<file path="config.mk">
export PLATFORM = sky130hd
export DESIGN_NAME = hb_decim_mac
export DESIGN_NICKNAME = d
export VERILOG_FILES = /design/src/rtl/hb_decim_pkg.sv /design/src/rtl/hb_decim_mac_round_sat.sv /design/src/rtl/hb_decim_mac.sv
export SDC_FILE = /design/constraint.sdc
export NUM_CORES = 2
export LEC_CHECK = 0
export CELL_PAD_IN_SITES_DETAIL_PLACEMENT = 2
export CELL_PAD_IN_SITES_GLOBAL_PLACEMENT = 2
export CORE_ASPECT_RATIO = 0.7
export CORE_MARGIN = 4
export CORE_UTILIZATION = 25
export DETAILED_ROUTE_END_ITERATION = 6
export DONT_BUFFER_PORTS = 1
export PLACE_DENSITY_LB_ADDON = 0.1
export SYNTH_ARGS = -nofsm -noshare
export SYNTH_HDL_FRONTEND = slang
export SYNTH_SLANG_ARGS = --single-unit
</file>
<file path="constraint.sdc">
create_clock -name clock -period 17.67 [get_ports clock]
set_input_delay 5.301 -clock clock [delete_from_list [all_inputs] [get_ports clock]]
set_output_delay 5.301 -clock clock [all_outputs]
set_load 0.005 [all_outputs]
</file>
<file path="src/rtl/hb_decim_pkg.sv">
// Shared constants for the halfband decimator: sample, pair-sum and accumulator
// widths, Q1.15 coefficients, FSM encodings and MAC schedule length.
package hb_decim_pkg;

  localparam int unsigned SAMPLE_W   = 16;
  localparam int unsigned SUM_W      = SAMPLE_W + 1;
  localparam int unsigned PROD_W     = SUM_W + SAMPLE_W;
  localparam int unsigned ACC_W      = 36;
  localparam int unsigned TAPS       = 11;
  localparam int unsigned PAIRS      = 4;
  localparam int unsigned MAC_CYCLES = 8;

  typedef logic signed [SAMPLE_W-1:0] sample_t;
  typedef logic signed [SUM_W-1:0]    sum_t;
  typedef logic signed [PROD_W-1:0]   prod_t;
  typedef logic signed [ACC_W-1:0]    acc_t;

  localparam sample_t COEF_H0 = 16'sd410;
  localparam sample_t COEF_H2 = -16'sd2464;
  localparam sample_t COEF_H4 = 16'sd10246;
  localparam sample_t COEF_H5 = 16'sd16384;

  typedef logic [2:0] state_t;
  localparam state_t ST_IDLE  = 3'd0;
  localparam state_t ST_SNAP  = 3'd1;
  localparam state_t ST_MAC   = 3'd2;
  localparam state_t ST_ROUND = 3'd3;
  localparam state_t ST_OUT   = 3'd4;

  // Slot 0..2 are the symmetric pairs (h0, h2, h4), slot 3 is the centre tap.
  function automatic sample_t coef_sel(input logic [1:0] slot);
    sample_t c;
    case (slot)
      2'd0:    c = COEF_H0;
      2'd1:    c = COEF_H2;
      2'd2:    c = COEF_H4;
      default: c = COEF_H5;
    endcase
    return c;
  endfunction

endpackage

</file>
<file path="src/rtl/hb_decim_mac_round_sat.sv">
// Converts a Q1.15-scaled accumulator to a 16-bit sample: round half up,
// arithmetic shift by 15, then clamp to the signed 16-bit range.
module round_sat
  import hb_decim_pkg::*;
(
  input  logic signed [ACC_W-1:0]    acc_in,
  output logic signed [SAMPLE_W-1:0] sample_out
);

  localparam acc_t BIAS  = ACC_W'(16384);
  localparam acc_t MAX_S = ACC_W'(32767);
  localparam acc_t MIN_S = ACC_W'(-32768);

  acc_t shifted;

  always_comb begin
    shifted = (acc_in + BIAS) >>> 15;
    if (shifted > MAX_S) begin
      sample_out = 16'sh7FFF;
    end else if (shifted < MIN_S) begin
      sample_out = 16'sh8000;
    end else begin
      sample_out = shifted[SAMPLE_W-1:0];
    end
  end

endmodule

</file>
<file path="src/rtl/hb_decim_mac.sv">
// 11-tap halfband decimate-by-2 filter for I/Q, using a single shared 17x16
// multiplier time-multiplexed over both channels (8 MAC cycles per output).
module hb_decim_mac
  import hb_decim_pkg::*;
(
  input  logic                       clock,
  input  logic                       reset,
  input  logic                       enable,
  input  logic                       strobe_in,
  input  logic signed [SAMPLE_W-1:0] data_in_i,
  input  logic signed [SAMPLE_W-1:0] data_in_q,
  output logic                       strobe_out,
  output logic signed [SAMPLE_W-1:0] data_out_i,
  output logic signed [SAMPLE_W-1:0] data_out_q,
  output logic                       overrun
);

  sample_t dl_i_q [TAPS];
  sample_t dl_i_d [TAPS];
  sample_t dl_q_q [TAPS];
  sample_t dl_q_d [TAPS];
  sum_t    snap_i_q [PAIRS];
  sum_t    snap_i_d [PAIRS];
  sum_t    snap_q_q [PAIRS];
  sum_t    snap_q_d [PAIRS];

  state_t  state_q, state_d;
  logic    phase_q, phase_d;
  logic [2:0] cnt_q, cnt_d;
  acc_t    acc_i_q, acc_i_d;
  acc_t    acc_q_q, acc_q_d;
  sample_t dout_i_q, dout_i_d;
  sample_t dout_q_q, dout_q_d;
  logic    stb_out_q, stb_out_d;
  logic    ovr_q, ovr_d;

  logic    accept;
  logic    trigger;
  sum_t    mult_a;
  sample_t mult_b;
  prod_t   prod;
  sample_t rnd_i, rnd_q;

  assign accept  = enable & strobe_in;
  assign trigger = accept & phase_q;

  // cnt[2] selects the channel, cnt[1:0] the pair slot / coefficient.
  always_comb begin
    mult_a = cnt_q[2] ? snap_q_q[cnt_q[1:0]] : snap_i_q[cnt_q[1:0]];
    mult_b = coef_sel(cnt_q[1:0]);
    prod   = PROD_W'(mult_a) * PROD_W'(mult_b);
  end

  round_sat u_round_i (
    .acc_in     (acc_i_q),
    .sample_out (rnd_i)
  );

  round_sat u_round_q (
    .acc_in     (acc_q_q),
    .sample_out (rnd_q)
  );

  always_comb begin
    dl_i_d   = dl_i_q;
    dl_q_d   = dl_q_q;
    snap_i_d = snap_i_q;
    snap_q_d = snap_q_q;
    phase_d  = phase_q;
    state_d  = state_q;
    cnt_d    = cnt_q;
    acc_i_d  = acc_i_q;
    acc_q_d  = acc_q_q;
    dout_i_d = dout_i_q;
    dout_q_d = dout_q_q;
    ovr_d    = ovr_q;

    if (accept) begin
      for (int unsigned k = TAPS - 1; k > 0; k--) begin
        dl_i_d[k] = dl_i_q[k-1];
        dl_q_d[k] = dl_q_q[k-1];
      end
      dl_i_d[0] = data_in_i;
      dl_q_d[0] = data_in_q;
      phase_d   = ~phase_q;
    end

    if (!enable) begin
      phase_d = 1'b0;
      state_d = ST_IDLE;
    end else if (trigger) begin
      // A trigger always restarts from SNAP; outside IDLE the old result is dropped.
      state_d = ST_SNAP;
      if (state_q != ST_IDLE) ovr_d = 1'b1;
    end else begin
      case (state_q)
        ST_SNAP: begin
          snap_i_d[0] = sum_t'(dl_i_q[0]) + sum_t'(dl_i_q[10]);
          snap_i_d[1] = sum_t'(dl_i_q[2]) + sum_t'(dl_i_q[8]);
          snap_i_d[2] = sum_t'(dl_i_q[4]) + sum_t'(dl_i_q[6]);
          snap_i_d[3] = sum_t'(dl_i_q[5]);
          snap_q_d[0] = sum_t'(dl_q_q[0]) + sum_t'(dl_q_q[10]);
          snap_q_d[1] = sum_t'(dl_q_q[2]) + sum_t'(dl_q_q[8]);
          snap_q_d[2] = sum_t'(dl_q_q[4]) + sum_t'(dl_q_q[6]);
          snap_q_d[3] = sum_t'(dl_q_q[5]);
          acc_i_d     = '0;
          acc_q_d     = '0;
          cnt_d       = '0;
          state_d     = ST_MAC;
        end
        ST_MAC: begin
          if (cnt_q[2]) acc_q_d = acc_q_q + ACC_W'(prod);
          else          acc_i_d = acc_i_q + ACC_W'(prod);
          cnt_d = cnt_q + 3'd1;
          if (cnt_q == 3'(MAC_CYCLES - 1)) state_d = ST_ROUND;
        end
        ST_ROUND: begin
          dout_i_d = rnd_i;
          dout_q_d = rnd_q;
          state_d  = ST_OUT;
        end
        ST_OUT:  state_d = ST_IDLE;
        default: state_d = ST_IDLE;
      endcase
    end

    stb_out_d = (state_d == ST_OUT);
  end

  always_ff @(posedge clock) begin
    if (reset) begin
      dl_i_q    <= '{default: '0};
      dl_q_q    <= '{default: '0};
      snap_i_q  <= '{default: '0};
      snap_q_q  <= '{default: '0};
      state_q   <= ST_IDLE;
      phase_q   <= 1'b0;
      cnt_q     <= '0;
      acc_i_q   <= '0;
      acc_q_q   <= '0;
      dout_i_q  <= '0;
      dout_q_q  <= '0;
      stb_out_q <= 1'b0;
      ovr_q     <= 1'b0;
    end else begin
      dl_i_q    <= dl_i_d;
      dl_q_q    <= dl_q_d;
      snap_i_q  <= snap_i_d;
      snap_q_q  <= snap_q_d;
      state_q   <= state_d;
      phase_q   <= phase_d;
      cnt_q     <= cnt_d;
      acc_i_q   <= acc_i_d;
      acc_q_q   <= acc_q_d;
      dout_i_q  <= dout_i_d;
      dout_q_q  <= dout_q_d;
      stb_out_q <= stb_out_d;
      ovr_q     <= ovr_d;
    end
  end

  assign strobe_out = stb_out_q;
  assign data_out_i = dout_i_q;
  assign data_out_q = dout_q_q;
  assign overrun    = ovr_q;

endmodule

</file>
---- Yosys cells after proc, flatten, opt, wreduce, memory -nomap -nowiden ----
Index checks and enable logic that the tools add are counted.
storage, ports and cells
  register bits after elaboration ......... 599
  input port bits ......................... 36
  output and inout port bits .............. 34
  word-level logic and storage cells ...... 102
operators by class
  $add $sub $neg .......................... 11
  $mul .................................... 1
  $lt $le $gt $ge ......................... 5
  equality and inequality tests ........... 9
  mux-type cells .......................... 21
  bitwise logic cells ..................... 6
  reductions and logical operators ........ 10
operators with widths
  cell                    number
  $pmux 36 s2             2
  $add 16x16->17          6
  $mux 17                 5
  $add 36x16->36 const B  2
  $add 36x33->36          2
  $mux 36                 2
  $bmux 17 s2             2
  $mux 16                 4
  $pmux 16 s3             1
  $gt 21x16->1 const B    2
  $lt 21x16->1 const B    2
  $mul 17x16->33          1
  $reduce_and 3->1        4
  $mux 3                  3
  $pmux 3 s3              1
  $reduce_and 4->1        2
  $eq 3x2->1 const B      2
  $eq 3x3->1 const B      2
  $pmux 3 s2              1
  $ne 2x2->1 const B      2
  $add 3x1->3 const B     1
  $eq 3x1->1 const B      1
  $ge 3x3->1 const B      1
  $not 1->1               3
  8 further kinds         9

---- Longest topological paths before layout ----
  depth in word-level cells ............... 9
  depth in mapped cells ................... 40
  gate-level depth less buffers ........... 36

---- Modules after synthesis ----
A second synthesis with hierarchy kept.
second synthesis, totals
  cell total of the unflattened synthesis .. 4693
  area, all modules ....................... 38584.5 sq um
modules (own cells, without submodules)
  module        times used  cells each  area each (sq um)  sequential area each (sq um)
  hb_decim_mac  1           4419        36717.7            11951.5
  round_sat     2           137         933.4              0.0

---- Worst setup path before layout ----
No wires, ideal clock.
  kind .................................... register -> register
  start ................................... register cnt_q[0]
  end ..................................... register acc_i_q[35]
  library setup time ...................... 0.059 ns
  data arrival time ....................... 9.351 ns
  data required time ...................... 17.611 ns
  path slack .............................. 8.259 ns
  cell stages (with the launch flop) ...... 36
  buffers on the path ..................... 2
  clock period less this slack ............ 9.411 ns
  cells stage by stage .................... dfxtp_1 -> buf_6 -> buf_1 -> mux4_2 -> mux2i_1 -> nand2b_1 -> fa_1 -> fa_1 -> fa_1 -> fa_1 -> inv_1 -> fa_1 -> inv_1 -> fa_1 -> inv_1 -> ha_1 -> o21ai_0 -> nor2_1 -> nor2_1 -> a31oi_1 -> nor2_1 -> nor2_1 -> a21o_1 -> a21oi_1 -> xnor2_1 -> ha_1 -> a21o_1 -> a21oi_1 -> o21ai_0 -> a311o_1 -> o31ai_1 -> o21ai_0 -> o41a_1 -> xnor2_1 -> or4_1 -> nand2_1
between the ends
  cells in the longest elaborated chain, start to end .. 9
  elaborated cells between the ends (all ways) .. 16
  classes of those cells .................. 1 x add/sub; 1 x mul; 2 x eq/ne; 10 x mux; 1 x bitwise; 1 x reduce/logical
ends and longest elaborated chain
  element                                      line                 RTL
  start, declared                              hb_decim_mac.sv:29   logic [2:0] cnt_q, cnt_d;
  start signal, assigned                       hb_decim_mac.sv:152  cnt_q <= cnt_d;
  $not 2->3 (implied by the code)              hb_decim_mac.sv:49   mult_a = cnt_q[2] ? snap_q_q[cnt_q[1:0]] : snap_i_q[cnt_q[1:0]];
  $bmux 17 s2                                  hb_decim_mac.sv:49
  $mux 17 (implied by the code) (2 in series)  hb_decim_mac.sv:49
  $mux 17                                      hb_decim_mac.sv:49
  $mul 17x16->33 (*)                           hb_decim_mac.sv:51   prod = PROD_W'(mult_a) * PROD_W'(mult_b);
  $add 36x33->36 (*)                           hb_decim_mac.sv:113  else acc_i_d = acc_i_q + ACC_W'(prod);
  $mux 36 (*)                                  hb_decim_mac.sv:112  if (cnt_q[2]) acc_q_d = acc_q_q + ACC_W'(prod);
  $pmux 36 s2 (*)                              hb_decim_mac.sv:96   case (state_q)
  end signal, assigned                         hb_decim_mac.sv:153  acc_i_q <= acc_i_d;
  end, declared                                hb_decim_mac.sv:30   acc_t acc_i_q, acc_i_d;
Every way passes the cells marked *; elsewhere a longest branch is shown, timed or not. The select of a mux whose other input is x is not followed.
A chain may end at the register's enable or synchronous reset.

---- Worst setup path in the final report ----
Same ends and word-level chain as after synthesis.

==> results.json <==
{
  "grt_pass1_vias": 33276,
  "synth_area_leader_cell": "dfxtp_1",
  "switching_share_pct": 24.4,
  "io_pins": 70,
  "cp_slowest_cell": "dfxtp_2",
  "setup_ws_ns": 6.21,
  "cts_buffers": 73,
  "maxSlewHeadroom_pct": 8.13,
  "min_path_type": "flip-flop to flip-flop",
  "critPathRequiredTime_ns": 18.30,
  "multi_input_area_um2": 24000,
  "arrival_ns": 12.08,
  "drive_above_1_share_pct": 4.94,
  "postSynthAreaPerCell_um2": 8.28,
  "power.share.clock_pct": 52.4,
  "firstDrtPassIters": 5,
  "r2r_cells": 33,
  "hold_viol_final": 0,
  "fp.dieH_um": 334,
  "drc": 0,
  "clock_skew_ns": 0.0262,
  "r2r_slack_ns": 6.21,
  "antenna_found_initial": 3,
  "fill_cells": 17151,
  "postCtsHoldBufs": 0,
  "final_cells": 6532,
  "r2r_start": "cnt_q[0]",
  "overflow": 0,
  "finalSetupViolCount": 0,
  "std_cell_rows": 119,
  "wl_per_cell_um": 21.3,
  "vias_per_cell": 4.79,
  "cap_violations": 0,
  "rsz0062_at_grt": "false",
  "fin_nets": 5022,
  "synth_area_leaders": "dfxtp_1 31%, fa_1 13%, nand2_1 9.6%",
  "htreeDepth": 3,
  "synth_cell_type_count": 76,
  "r2r-end": "acc_i_q[35]",
  "clkSlewWorstSetupHoldPaths_ns": 0.06,
  "p_leak_nw": 17.2,
  "root_buffer": "clkbuf_16",
  "post_cts_buffers": 0,
  "vias": 31267,
  "slowest_delay_ns": 0.76,
  "seqPwrFrac_pct": 44.1,
  "synth.cell_area_um2": 38000,
  "crit_start": "cnt_q[0]",
  "status": "completed",
  "regArea_um2": 12000,
  "crit_top_cell": "fa_1",
  "ant_nets": 0,
  "place_ws_ns": 6.17,
  "cts_resized": 0,
  "insertion_delay_ns": 0.68,
  "die_x_um": 474,
  "synth_common_cells": "976 x nand2_1, 597 x dfxtp_1, 570 x a21oi_1",
  "grt_first_pass_wirelength_um": 214000,
  "start_kind": "flip-flop",
  "syn_inst": 4588,
  "synth_warnings": 0,
  "setup_tns_ns": 0,
  "end_kind": "flip-flop",
  "dpl.hpwl_um": 104000,
  "timing.critical_path.to": "acc_i_q[35]",
  "area_growth_pct": 12.0,
  "gp_congestion": 0.781,
  "p_sw_w": 0.000752,
  "synth_most_common_cell": "nand2_1",
  "syn_nets": 5133,
  "drv_slew": 0,
  "fin_hold_ws_ns": 0.440,
  "synth.top_cell.area_share_pct": 31.5,
  "comb_power_share_pct": 3.5,
  "ys_seq_area_share_pct": 31.5,
  "vdd_ir_drop_max_uv": 62.6,
  "cts_buffer_depth": 3,
  "synth_ff_type": "dfxtp_1",
  "coreArea_um2": 151000,
  "initial_core_util_pct": 25.2,
  "dp.cells": 6395,
  "critPathKind": "flip-flop to flip-flop",
  "numPortBuffers": 0,
  "critPathMaxFanout": 21,
  "p_int_w": 0.00233,
  "period_minus_slack_ns": 11.46,
  "synth_edf_count": 0,
  "routed_wl_um": 139000,
  "tritoncts": "built",
  "ys_ff_latch": 597,
  "fmax_mhz": 87.3,
  "synthArstFlopShare_pct": 0,
  "holdPathStages": 2,
  "die-area_um2": 158000,
  "worst_slew_pin_slew_ns": 1.37,
  "final_util_pct": 28.2,
  "cts.sinks": 597,
  "period_share_pct": 64.8,
  "grt_start_max_net_pins": 589,
  "powerDensity_nw_per_um2": 72.4,
  "drt_iter0_markers": 1420,
  "grtUsageTotal_pct": 17.6
}
[worst max-delay path: cells and delay by family, from the launching register on]
| family | cells | cell delay [ns] |
|---|---|---|
| mux | 2 | 1.14 |
| compound gates | 10 | 2.94 |
| fa+ha+maj | 8 | 3.70 |
| simple gates | 7 | 1.37 |
| flops | 1 | 0.76 |
| buf+inv | 4 | 0.71 |
| xor+xnor | 2 | 0.75 |
[flip-flops by register name, summed over array words and instances, names as in the netlist, 3 cells and up]
name and count:
dl_q_q 176, state_q 3, acc_q_q 35, data_out_i 16
cnt_q 3, acc_i_q 35, snap_q_q 67, data_out_q 16
dl_i_q 176, snap_i_q 67
[per-layer routing]
layer	up-vias	part of all wire, %	GRT usage, %
met2	311	38	23.4
met1	15708	58	29.1
met5	-	0.0072	0
met3	85	3.5	2.82
met4	2	1.2	2.68
li1	15161	-	-
[how the worst min path moves through the flow]
stage            startpoint           end  slack, ns
2_1_floorplan  snap_q_q[31]  snap_q_q[31]       0.42
3_3_place_gp   snap_i_q[58]  snap_i_q[58]       0.44
3_5_place_dp    dl_q_q[153]   dl_q_q[137]       0.45
4_1_cts          dl_q_q[49]    dl_q_q[33]       0.44
5_1_grt         dl_q_q[117]   dl_q_q[101]       0.47
6_report         dl_q_q[49]    dl_q_q[33]       0.44
[per-stage QoR]
step           cell area [um2]  total power, W
4_1_cts                  42400         0.00313
6_report                 42500         0.00308
3_3_place_gp             39900         0.00147
2_1_floorplan            38000         0.00146
5_1_grt                  42500         0.00322
3_5_place_dp             39900         0.00147
[final cells by class]
class,instances,share of cell area (%)
Clock inverter,26,0.909
Inverter,349,3.08
Clock buffer,103,4.96
Tap cell,1996,5.87
Timing Repair Buffer,32,0.735
Multi-Input combinational cell,3424,56.3
Sequential cell,597,28.1
Antenna cell,5,0.0294
[power groups by stage]
| stage | clock [W] | sequential, W | combinational (W) |
|---|---|---|---|
| floorplan | 0 | 0.00138 | 0.0000746 |
| global placement | 0 | 0.00139 | 0.0000855 |
| detailed placement | 0 | 0.00139 | 0.0000862 |
| CTS | 0.00169 | 0.00136 | 0.0000866 |
| global route | 0.00174 | 0.00136 | 0.000123 |
| finish | 0.00161 | 0.00136 | 0.000109 |
[logic make-up after synthesis]
logic type,share of synthesized area [%]
adder cells (fa/ha/maj),21.7
flip-flops,31.5
multiplexers,2.69
AO/OA/AOI/OAI,16.1
XOR/XNOR,3.82
AND/OR/NAND/NOR,18.6
buffers and inverters,5.62
[cells in the final DEF (no fill, tap or decap), types with 11 or more instances in the layout]
| master | count |
|---|---|
| o21ai_0 | 104 |
| a211oi_1 | 36 |
| a211o_1 | 12 |
| mux2i_1 | 13 |
| clkbuf_1 | 15 |
| o21bai_1 | 16 |
| o21a_1 | 31 |
| o31a_1 | 12 |
| inv_1 | 349 |
| nor3_1 | 89 |
| xnor2_1 | 120 |
| buf_4 | 28 |
| a21o_1 | 61 |
| nand3_1 | 82 |
| a21oi_1 | 570 |
| and3_1 | 34 |
| clkbuf_16 | 75 |
| o31ai_1 | 14 |
| dfxtp_1 | 595 |
| mux4_2 | 33 |
| a31oi_1 | 23 |
| or2_2 | 14 |
| a22oi_1 | 45 |
| nor2_1 | 303 |
| nor2b_1 | 29 |
| clkbuf_8 | 13 |
| fa_1 | 249 |
| o211ai_1 | 14 |
| ha_1 | 260 |
| a21boi_0 | 11 |
| nand2b_1 | 48 |
| nand2_1 | 975 |
| or3_1 | 19 |
| xor2_1 | 40 |
| and2_1 | 24 |
Note: power is estimated with default switching activity, not from simulation.
